===== src/rtl/bit_stuffer.sv =====
// rtl/bit_stuffer.sv - USB transmit bit stuffer: inserts a 0 after every MAX_RUN consecutive 1s.
// Sits between the CRC stage (held via pause) and the NRZI encoder; all stream outputs registered.
module bit_stuffer #(
  parameter int MAX_RUN = 6,
  localparam int CW = $clog2(MAX_RUN + 1)
) (
  input  logic clk,
  input  logic rst_n,
  input  logic s_in,
  input  logic start_b,
  input  logic endb,
  output logic pause,
  output logic s_out,
  output logic start_n,
  output logic end_n,
  output logic tx_active
);

  typedef enum logic [1:0] {IDLE, SEND, STUFF, FLUSH} state_t;

  state_t          state_q, state_d;
  logic [CW-1:0]   run_q, run_d;
  logic            first_q, first_d;
  logic            s_out_q, s_out_d;
  logic            start_n_q, start_n_d;
  logic            end_n_q, end_n_d;
  logic            tx_active_q, tx_active_d;

  always_comb begin
    state_d     = state_q;
    run_d       = run_q;
    first_d     = first_q;
    s_out_d     = s_out_q;
    start_n_d   = 1'b0;
    end_n_d     = 1'b0;
    tx_active_d = tx_active_q;
    case (state_q)
      IDLE: begin
        s_out_d     = 1'b1;
        tx_active_d = 1'b0;
        if (start_b) begin
          state_d = SEND;
          run_d   = '0;
          first_d = 1'b1;
        end
      end
      SEND: begin
        first_d = 1'b0;
        if (endb) begin
          // An empty packet lands here on its first cycle: end_n without start_n.
          s_out_d     = 1'b1;
          tx_active_d = 1'b0;
          end_n_d     = 1'b1;
          state_d     = IDLE;
        end else begin
          s_out_d     = s_in;
          tx_active_d = 1'b1;
          start_n_d   = first_q;
          run_d       = s_in ? run_q + CW'(1) : '0;
          if (s_in && run_q == CW'(MAX_RUN - 1)) begin
            state_d = STUFF;
          end
        end
      end
      STUFF: begin
        s_out_d     = 1'b0;
        run_d       = '0;
        tx_active_d = 1'b1;
        // endb during the stuff cycle still lets the inserted 0 go out before closing.
        state_d     = endb ? FLUSH : SEND;
      end
      FLUSH: begin
        s_out_d     = 1'b1;
        tx_active_d = 1'b0;
        end_n_d     = 1'b1;
        state_d     = IDLE;
      end
      default: state_d = IDLE;
    endcase
  end

  always_ff @(posedge clk or negedge rst_n) begin
    if (!rst_n) begin
      state_q     <= IDLE;
      run_q       <= '0;
      first_q     <= 1'b0;
      s_out_q     <= 1'b1;
      start_n_q   <= 1'b0;
      end_n_q     <= 1'b0;
      tx_active_q <= 1'b0;
    end else begin
      state_q     <= state_d;
      run_q       <= run_d;
      first_q     <= first_d;
      s_out_q     <= s_out_d;
      start_n_q   <= start_n_d;
      end_n_q     <= end_n_d;
      tx_active_q <= tx_active_d;
    end
  end

  assign pause     = (state_q == STUFF);
  assign s_out     = s_out_q;
  assign start_n   = start_n_q;
  assign end_n     = end_n_q;
  assign tx_active = tx_active_q;

endmodule


===== config.mk =====
export PLATFORM = sky130hd
export DESIGN_NAME = bit_stuffer
export DESIGN_NICKNAME = d
export VERILOG_FILES = /design/src/rtl/bit_stuffer.sv
export SDC_FILE = /design/constraint.sdc
export NUM_CORES = 1
export LEC_CHECK = 0
export ABC_AREA = 1
export BUFFER_PORTS_ARGS = -buffer_cell sky130_fd_sc_hd__buf_4
export CORE_AREA = 5 5 42 44
export DETAILED_ROUTE_END_ITERATION = 10
export DIE_AREA = 0 0 47 49
export PLACE_DENSITY_LB_ADDON = 0.05
export SLEW_MARGIN = 0
export SYNTH_ARGS = -nofsm -noshare
export SYNTH_HDL_FRONTEND = slang
export SYNTH_SLANG_ARGS = --single-unit

===== constraint.sdc =====
create_clock -name clk -period 1.7 [get_ports clk]
set_input_delay 0.255 -clock clk [delete_from_list [all_inputs] [get_ports clk]]
set_output_delay 0.255 -clock clk [all_outputs]
set_load 0.01 [all_outputs]

Word level (Yosys, flattened, before mapping)
Cells that the tools add are included.
Storage, ports and cells
  flip-flop bits (word level): 10
Operators by class
  mux-type cells: 19
  equal/unequal tests: 7
  add/sub/neg operators: 1
  reduce and logical (&&, ||, !) cells: 8
Operators by type and width (count)
  two-way mux 3 bit: 3
  one-hot mux 3 bit (3 select lines): 1
  two-way mux 2 bit: 4
  one-hot mux 2 bit (4 select lines): 1
  two-way mux 1 bit: 6
  one-hot mux 1 bit (3 select lines): 2
  == test 2 bit (second input constant): 2
  inequality test 2 bit (second input constant): 2
  one-hot mux 1 bit (2 select lines): 2
  AND reduction 2 bit: 2
  adder 3 x 1 -> 3 bit (second input constant): 1
  == test 3 bit (second input constant): 1
  inequality test 3 bit (second input constant): 1
  AND reduction 3 bit: 1
  nonzero test 3 bit: 1
  == test 2 x 1 -> 1 bit (second input constant): 1
  zero test 2 bit: 1
  nonzero test 2 bit: 1
  OR reduction 2 bit: 1
  logical AND 1 bit: 1

Logic depth before layout (Yosys ltp)
Gate-level depths: netlist of the first run.
  depth in word-level cells: 5
  depth in mapped cells: 8

Least setup slack after synthesis of the first run
Ideal clock, no wire load.
  path type: register to register
  start: register state_q[0]
  end: register state_q[0]
  period minus slack after synthesis: 1.110 ns
  data arrival time: 0.993 ns
  path buffers: 0
  setup time: 0.117 ns
  path slack: 0.590 ns
  stages on the path, launching flop included: 8
  data required time: 1.583 ns
  cells stage by stage: dfrtp_1 -> inv_1 -> ha_1 -> inv_1 -> nor2_2 -> inv_2 -> nand3_1 -> nand2_1
Between the ends
  word-level cells in the longest chain between the ends: 3
  elaborated cells between the ends (all ways): 8
RTL lines
  from (decl): line 21  | state_t state_q, state_d;
  from (signal assigned): line 92  | state_q <= state_d;
  == test 2 x 1 -> 1 bit or zero test 2 bit (tied branches): line 37  | case (state_q)
  inequality test 3 bit (no line) or inequality test 2 bit (tied branches)
  AND reduction 2 bit (no line)
Parallel ways exist; a longest one is shown, timed or not.
A chain may end at the register's enable or synchronous reset.

Worst setup path after layout of the first run
  start: register state_q[0]
  end: output port pause
Between the ends
  word-level cells in the longest chain between the ends: 1
RTL lines
  == test 2 bit: line 102  | assign pause = (state_q == STUFF);
  to (decl): line 12  | output logic pause,
Every way passes these cells.

==> results.md, run 1 <==
- Status: finished clean
- Die area: 2300 um2
- Core Box Area: about 1400 um2
- RR Endpoint: state_q[1]$_DFFE_PN0P_
- FMAX: 713 MHz
- Total track usage: 10.2%
- GRT met2 Usage: 15.6%
- Top-count cell post-synth: nand2_1
- First-pass GRT wire length: roughly 1.7 mm
- Max H-tree Level: 1
- Initial antenna violation count: 0
- Worst reg2reg startpoint: state_q[0]$_DFFE_PN0P_
- Worst R2R Setup Slack: around 420 ps
- HP Class: primary input to flip-flop
- Wirelength per Cell: 10.2 um
- Tmin final: roughly 1400 ps
- Diodes inserted: 0
- Synth warn: 0
- Drt pass-1 iters: 4
- Pin count of the biggest net entering global routing: 11
- Worst-Margin Slew: about 190 ps
- # placed instances: 97
- Synthesis-stage register bit count: 10
- Reg clk slew, reported paths: 60 ps
- Main synth FF type: dfrtp_1
- Crit-path max FO: 5
- GRT busiest layer: met2
- Worst setup path startpoint: state_q[0]$_DFFE_PN0P_
- Post-Synthesis Cells: 72
- IO buf count: 9
- Lkg Pwr: 0.403 nW
- Total grt overflow: 0
- Setup WS post-layout: 297 ps
- Startpoint types: flip-flop
- Clock Sinks: 10
- Clock root buffer: clkbuf_4
- HPWL reported at the end of detailed placement: approximately 850 um
- Period utilization: 82.5%
- Vias in the first global route: 449
- Met1 usage: 13.3%
- Detailed Route WL: 1.04 mm
- Routed vias: 442
- Number of synthesized flops with an enable pin: 0
- Die extent in y: 49 um
- Area growth, synth to finish: 22.0%
- Synth top area share: 39.9%
- Nets: 99
- Worst clock skew: 3.23 ps
- DRT antenna net count: 0
- Vias per std cell: ~4.3
- Ratio of cells with drive above 1 in the final layout: 19.8%
- Arrival time worst endpoint: 1150 ps
- Max_slew headroom: 87.6%
- Routability cong.: 0.779
- Synth async-reset ratio: 100%
- Area leader, netlist: dfrtp_1
- Met3 Resource Use GR: 3.32%
- Total of fill cells in the finished design: 143
- TNS Setup: 0 ps
- Power per cell area: about 1500 nW/um2
- Final cell count without fillers: 102
- Max-slew violations: 0
- Number of buffers created by CTS: 3
- Worst Setup End Kind: output port
- CP endpoint: pause
- Setup Viol. Count Final: 0
- Chip Width: 47 um
- Max clock buf depth: 2
- Starting Density: 40.3%
- Final hold violations: 0
- Remaining DRCs: 0
- Top cells by area, synth: dfrtp_1 40%, ha_1 16%, nand2_1 15%, inv_1 8.6%, dfstp_2 4.7%
- Reg2reg path depth: 8
- Post-synth top cells: 23 x nand2_1, 13 x inv_1, 9 x dfrtp_1, 7 x ha_1, 6 x nor2_1
- Max Cap Viol: 0
- Syn_area_per_cell: just under 8 um2
- Peak VDD IR: 0.888 mV
- CTS tree: yes
- Num rows: 14
- Clk_lat worst skew: around 260 ps
- Unrepaired setup endpoints after global routing: false
- Yosys cell types: 12
- Post-Syn Nets: 84
- Num ports: 10
- Seq/Total Area, Yosys: 44.6%
- Place WS: around 440 ps
- Data required time of the worst path: 1440 ps
- Setup CP Type: flip-flop to output port
- Initial DRC count: 6
- Post-CTS setup buffer count: 0
- Post-synth design cell area: roughly 560 um2
## flip-flops by register name, indices dropped and copies added (netlist names)
signal,cells
start_n,1
run_q,3
state_q,2
tx_active,1
s_out,1
end_n,1
first_q,1
## cells by family (layout without fill, tap and decap cells)
group           after synthesis  after routing  synth area share (%)
compound gates                5              5                  4.43
fa+ha+maj                     7              7                  15.5
buf+inv                      14             28                  9.31
flops                        10             10                  44.6
simple gates                 36             36                  26.2
## routing by layer
layer	vias to the layer above	share of wire (%)
li1	240	-
met1	193	51
met2	7	42
met3	2	6.5
met4	0	0.58
met5	-	0
## stage by stage
stage | hold WS, ps | power, mW | utilization, % | instance area (um2)
6_report | 269 | 1.04 | 49.1 | 688
5_1_grt | 269 | 1.15 | 49.1 | 688
4_1_cts | 257 | 1.05 | 49.1 | 688
3_5_place_dp | 92.2 | 0.874 | 46.5 | 652
3_3_place_gp | 93.5 | 0.878 | 46.5 | 652
2_1_floorplan | -40.6 | 0.714 | - | 564
## worst min-delay path by stage
stage	start	to	slack (ps)	depth (start not counted)
2_1_floorplan	rst_n	end_n$_DFF_PN0_	-40	0
3_3_place_gp	rst_n	tx_active$_DFF_PN0_	90	1
3_5_place_dp	rst_n	tx_active$_DFF_PN0_	90	1
4_1_cts	s_in	s_out$_DFF_PN1_	260	3
5_1_grt	s_in	s_out$_DFF_PN1_	270	3
6_report	s_in	s_out$_DFF_PN1_	270	3
## critical path, stage by stage (launching register included)
cell and delay, ps:
dfrtp_1 430, inv_1 90, ha_1 230, buf_4 150
## area by class of cell
class                           count  area (um2)  share of cell area (%)
Clock buffer                        4        26.3                    3.82
Inverter                           14        52.6                    7.64
Multi-Input combinational cell     48         260                    37.8
Sequential cell                    10         251                    36.5
Tap cell                           16        20.0                    2.91
Timing Repair Buffer               10        77.6                    11.3
## cells in the final DEF (no fill, tap or decap)
cell type	n
ha_1	7
buf_4	9
nor2_1	6
inv_2	1
dlygate4sd3_1	1
clkbuf_1	1
nor2_2	2
inv_1	13
nand2_2	1
dfstp_2	1
clkbuf_4	3
o21ai_1	1
nand2_1	23
dfrtp_1	9
nand3_1	4
o21ai_0	4
## timing repair
action | in CTS | in global routing
hold buffers | 1 | 0
hold endpoints to repair | 9 | 0
gates resized for setup | 0 | 0
## power by group
part	switching [mW]	internal [mW]	total, mW
Sequential	0.0567	0.336	0.393
Combinational	0.279	0.196	0.475
Clock	0.0795	0.0904	0.170
Total	0.415	0.623	1.04
No activity file was read; power rests on OpenSTA's default activity.
==> inputs of run 2 (changes only) <==
clock period = 1.4 ns   (was 1.7 ns; I/O delays follow)
==> run 2 against run 1 <==
Net effect: die area is the same; sequential share of layout area fell by 0.39 points; power rose by 25%; sequential cell count stayed put; via count up 1.6%; combinational power rose by 27%; worst hold slack worse by 71 ps; clock-buffer cell count did not move; register-to-register slack got worse by 280 ps; cell area rose by 1.1%; first-iteration DRC count shrank 67%; global-route usage is 0.78 points higher.
==> results.md, run 2 (synthesized netlist as in run 1, its figures left out) <==
- Max incr delay on CP: 430 ps (about the same)
- Top Layer Used: met4
- Max-slew violations: 0 (unchanged)
- Ratio of cells with drive above 1 in the final layout: 21.8% (+2.1 points)
- Lkg Pwr: 0.407 nW (+0.99%)
- Metal1 wirelength: 513 um (-4.1%)
- Crit path max-delay family: flip-flops
- Setup WS post-layout: 52.8 ps (-245 ps)
- Worst Setup End Kind: output port
- Total power: 1.29 mW (+25%)
- Path length in cells of the critical path: 3 (unchanged)
- Top reg by flops: run_q
- Chip Width: 47 um (unchanged)
- Commonest non-fill, non-tap cell in the layout: nand2_1
- Status: finished clean
- Setup Viol. Count Final: 0 (unchanged)
- Vias per std cell: 4.36 (+0.60%)
- CTS tree: yes
- Period utilization: 96.2%
- Max FFs per register: 3 (unchanged)
- Core Box Area: 1400 um2 (unchanged)
- Tmin final: approximately 1300 ps
- Largest regs: run_q x3, state_q x2
- Place WS: 142 ps (-294 ps)
- HPWL reported at the end of detailed placement: 849 um (+0.14%)
- Worst hold start: s_in
- Most frequent cells in the layout: 23 x nand2_1, 12 x inv_1, 10 x buf_4
- Num rows: 14 (unchanged)
- Vias in the first global route: 450 (+0.22%)
- Starting Density: 40.3% (unchanged)
- Reg clk slew, reported paths: 60 ps (about the same)
- Hold EP: s_out$_DFF_PN1_
- Met3 Wirelength: 73 um (+7.4%)
- Met2 routed WL: 449 um (+3.7%)
- Drt pass-1 iters: 3 (-1)
- Die extent in y: 49 um (unchanged)
- RR Endpoint: state_q[0]$_DFFE_PN0P_
- IO buf count: 9 (unchanged)
- Startpoint types: flip-flop
- Clock Sinks: 10 (unchanged)
- Total grt overflow: 0 (unchanged)
- Routed vias: 449 (+1.6%)
- Wirelength per Cell: 10.3 um (+1.0%)
- Area growth, synth to finish: 23.3%
- Remaining DRCs: 0 (unchanged)
- Total of fill cells in the finished design: 144 (+0.70%)
- First-pass GRT wire length: 1.77 mm (+2.0%)
- Clk_lat worst skew: 270 ps (about the same)
- Max_slew headroom: 87.8% (+0.19 points)
- Total track usage: 10.9% (+0.78 points)
- Worst R2R Setup Slack: 140 ps (-280 ps)
- Number of buffers created by CTS: 3 (unchanged)
- HP Class: primary input to flip-flop
- Initial DRC count: 2 (-4)
- Max clock buf depth: 2 (unchanged)
- Arrival time worst endpoint: 1140 ps (about the same)
- Max Cap Viol: 0 (unchanged)
- Initial antenna violation count: 0 (unchanged)
- Data required time of the worst path: 1190 ps (-250 ps)
- Clock root buffer: clkbuf_4
- Power per cell area: 1860 nW/um2 (+23%)
- Worst clock skew: 1.67 ps (-1.56 ps)
- Pin count of the biggest net entering global routing: 11 (unchanged)
- Num ports: 10 (unchanged)
- Reg2reg path depth: 8 (unchanged)
- Bufs and invs on worst path: 2 (unchanged)
- Routability cong.: 0.779 (unchanged)
- Hold depth: 3 (unchanged)
- Max H-tree Level: 1 (unchanged)
- Peak VDD IR: 1.10 mV (+24%)
- DRT antenna net count: 0 (unchanged)
- Finished Core Util: 49.6% (+0.54 points)
- Crit-path max FO: 5 (unchanged)
- Worst-Margin Slew: 183 ps (-2.62 ps)
- Setup CP Type: flip-flop to output port
- Crit-path slowest cell: dfrtp_1
- Crit-path cells: inv_2 > ha_1 > buf_4
- FMAX: roughly 740 MHz
- Diodes inserted: 0 (unchanged)
- Final hold violations: 0 (unchanged)
- Nets: 100 (+1.0%)
- Detailed Route WL: 1.06 mm (+2.0%)
- Worst reg2reg startpoint: state_q[1]$_DFFE_PN0P_
- Die area: 2300 um2 (unchanged)
run 2: changes by cell type in the layout (fill, tap and decap cells not counted):
| cell | delta |
|---|---|
| buf_4 | +1 |
| inv_1 | -1 |
| inv_2 | +1 |
run 2: worst max path at each step:
stage                                      start                      to
after floorplan           state_q[0]$_DFFE_PN0P_  state_q[0]$_DFFE_PN0P_
after global placement    state_q[0]$_DFFE_PN0P_  state_q[1]$_DFFE_PN0P_
after detailed placement  state_q[0]$_DFFE_PN0P_    run_q[2]$_DFFE_PN0P_
after CTS                 state_q[0]$_DFFE_PN0P_                   pause
after global routing      state_q[0]$_DFFE_PN0P_                   pause
final                     state_q[0]$_DFFE_PN0P_                   pause
run 2: through the flow:
stage                     instances  instance area, um2  setup TNS [ps]  hold WS [ps]
after CTS                       102                 688               0           196
after global placement           97                 652               0          48.5
after global routing            103                 696           -7.82           209
after detailed placement         97                 652               0          47.2
final                           103                 696               0           198
after floorplan                  72                 564               0         -85.6
run 2: layout make-up:
| type | instances | area, um2 | area share, % |
|---|---|---|---|
| Sequential cell | 10 | 251 | 36.2 |
| Clock buffer | 4 | 26.3 | 3.78 |
| Tap cell | 16 | 20.0 | 2.88 |
| Multi-Input combinational cell | 48 | 260 | 37.4 |
| Timing Repair Buffer | 11 | 85.1 | 12.2 |
| Inverter | 14 | 52.6 | 7.55 |
run 2: power breakdown:
part / internal, mW / leakage [nW] / switching (mW)
registers: 0.409 / 0.129 / 0.0705
logic: 0.256 / 0.263 / 0.345
clock network: 0.111 / 0.0150 / 0.104
run 2: timing repair:
action | 4_1_cts | 5_1_grt
setup buffers | 0 | 1
hold endpoints to repair | 10 | 0
hold buffers | 1 | 0
resized for setup | 0 | 1
setup endpoints to repair | 0 | 1
run 2: metal layers:
layer | GRT usage (%) | up-vias
met2 | 15.8 | 11
met1 | 12.9 | 189
li1 | - | 245
met5 | 0 | -
met4 | 8.29 | 0
met3 | 3.32 | 4
run 2: tightest hold or removal path, stage by stage:
cell and delay (ps):
buf_4 90, o21ai_0 60, o21ai_0 70
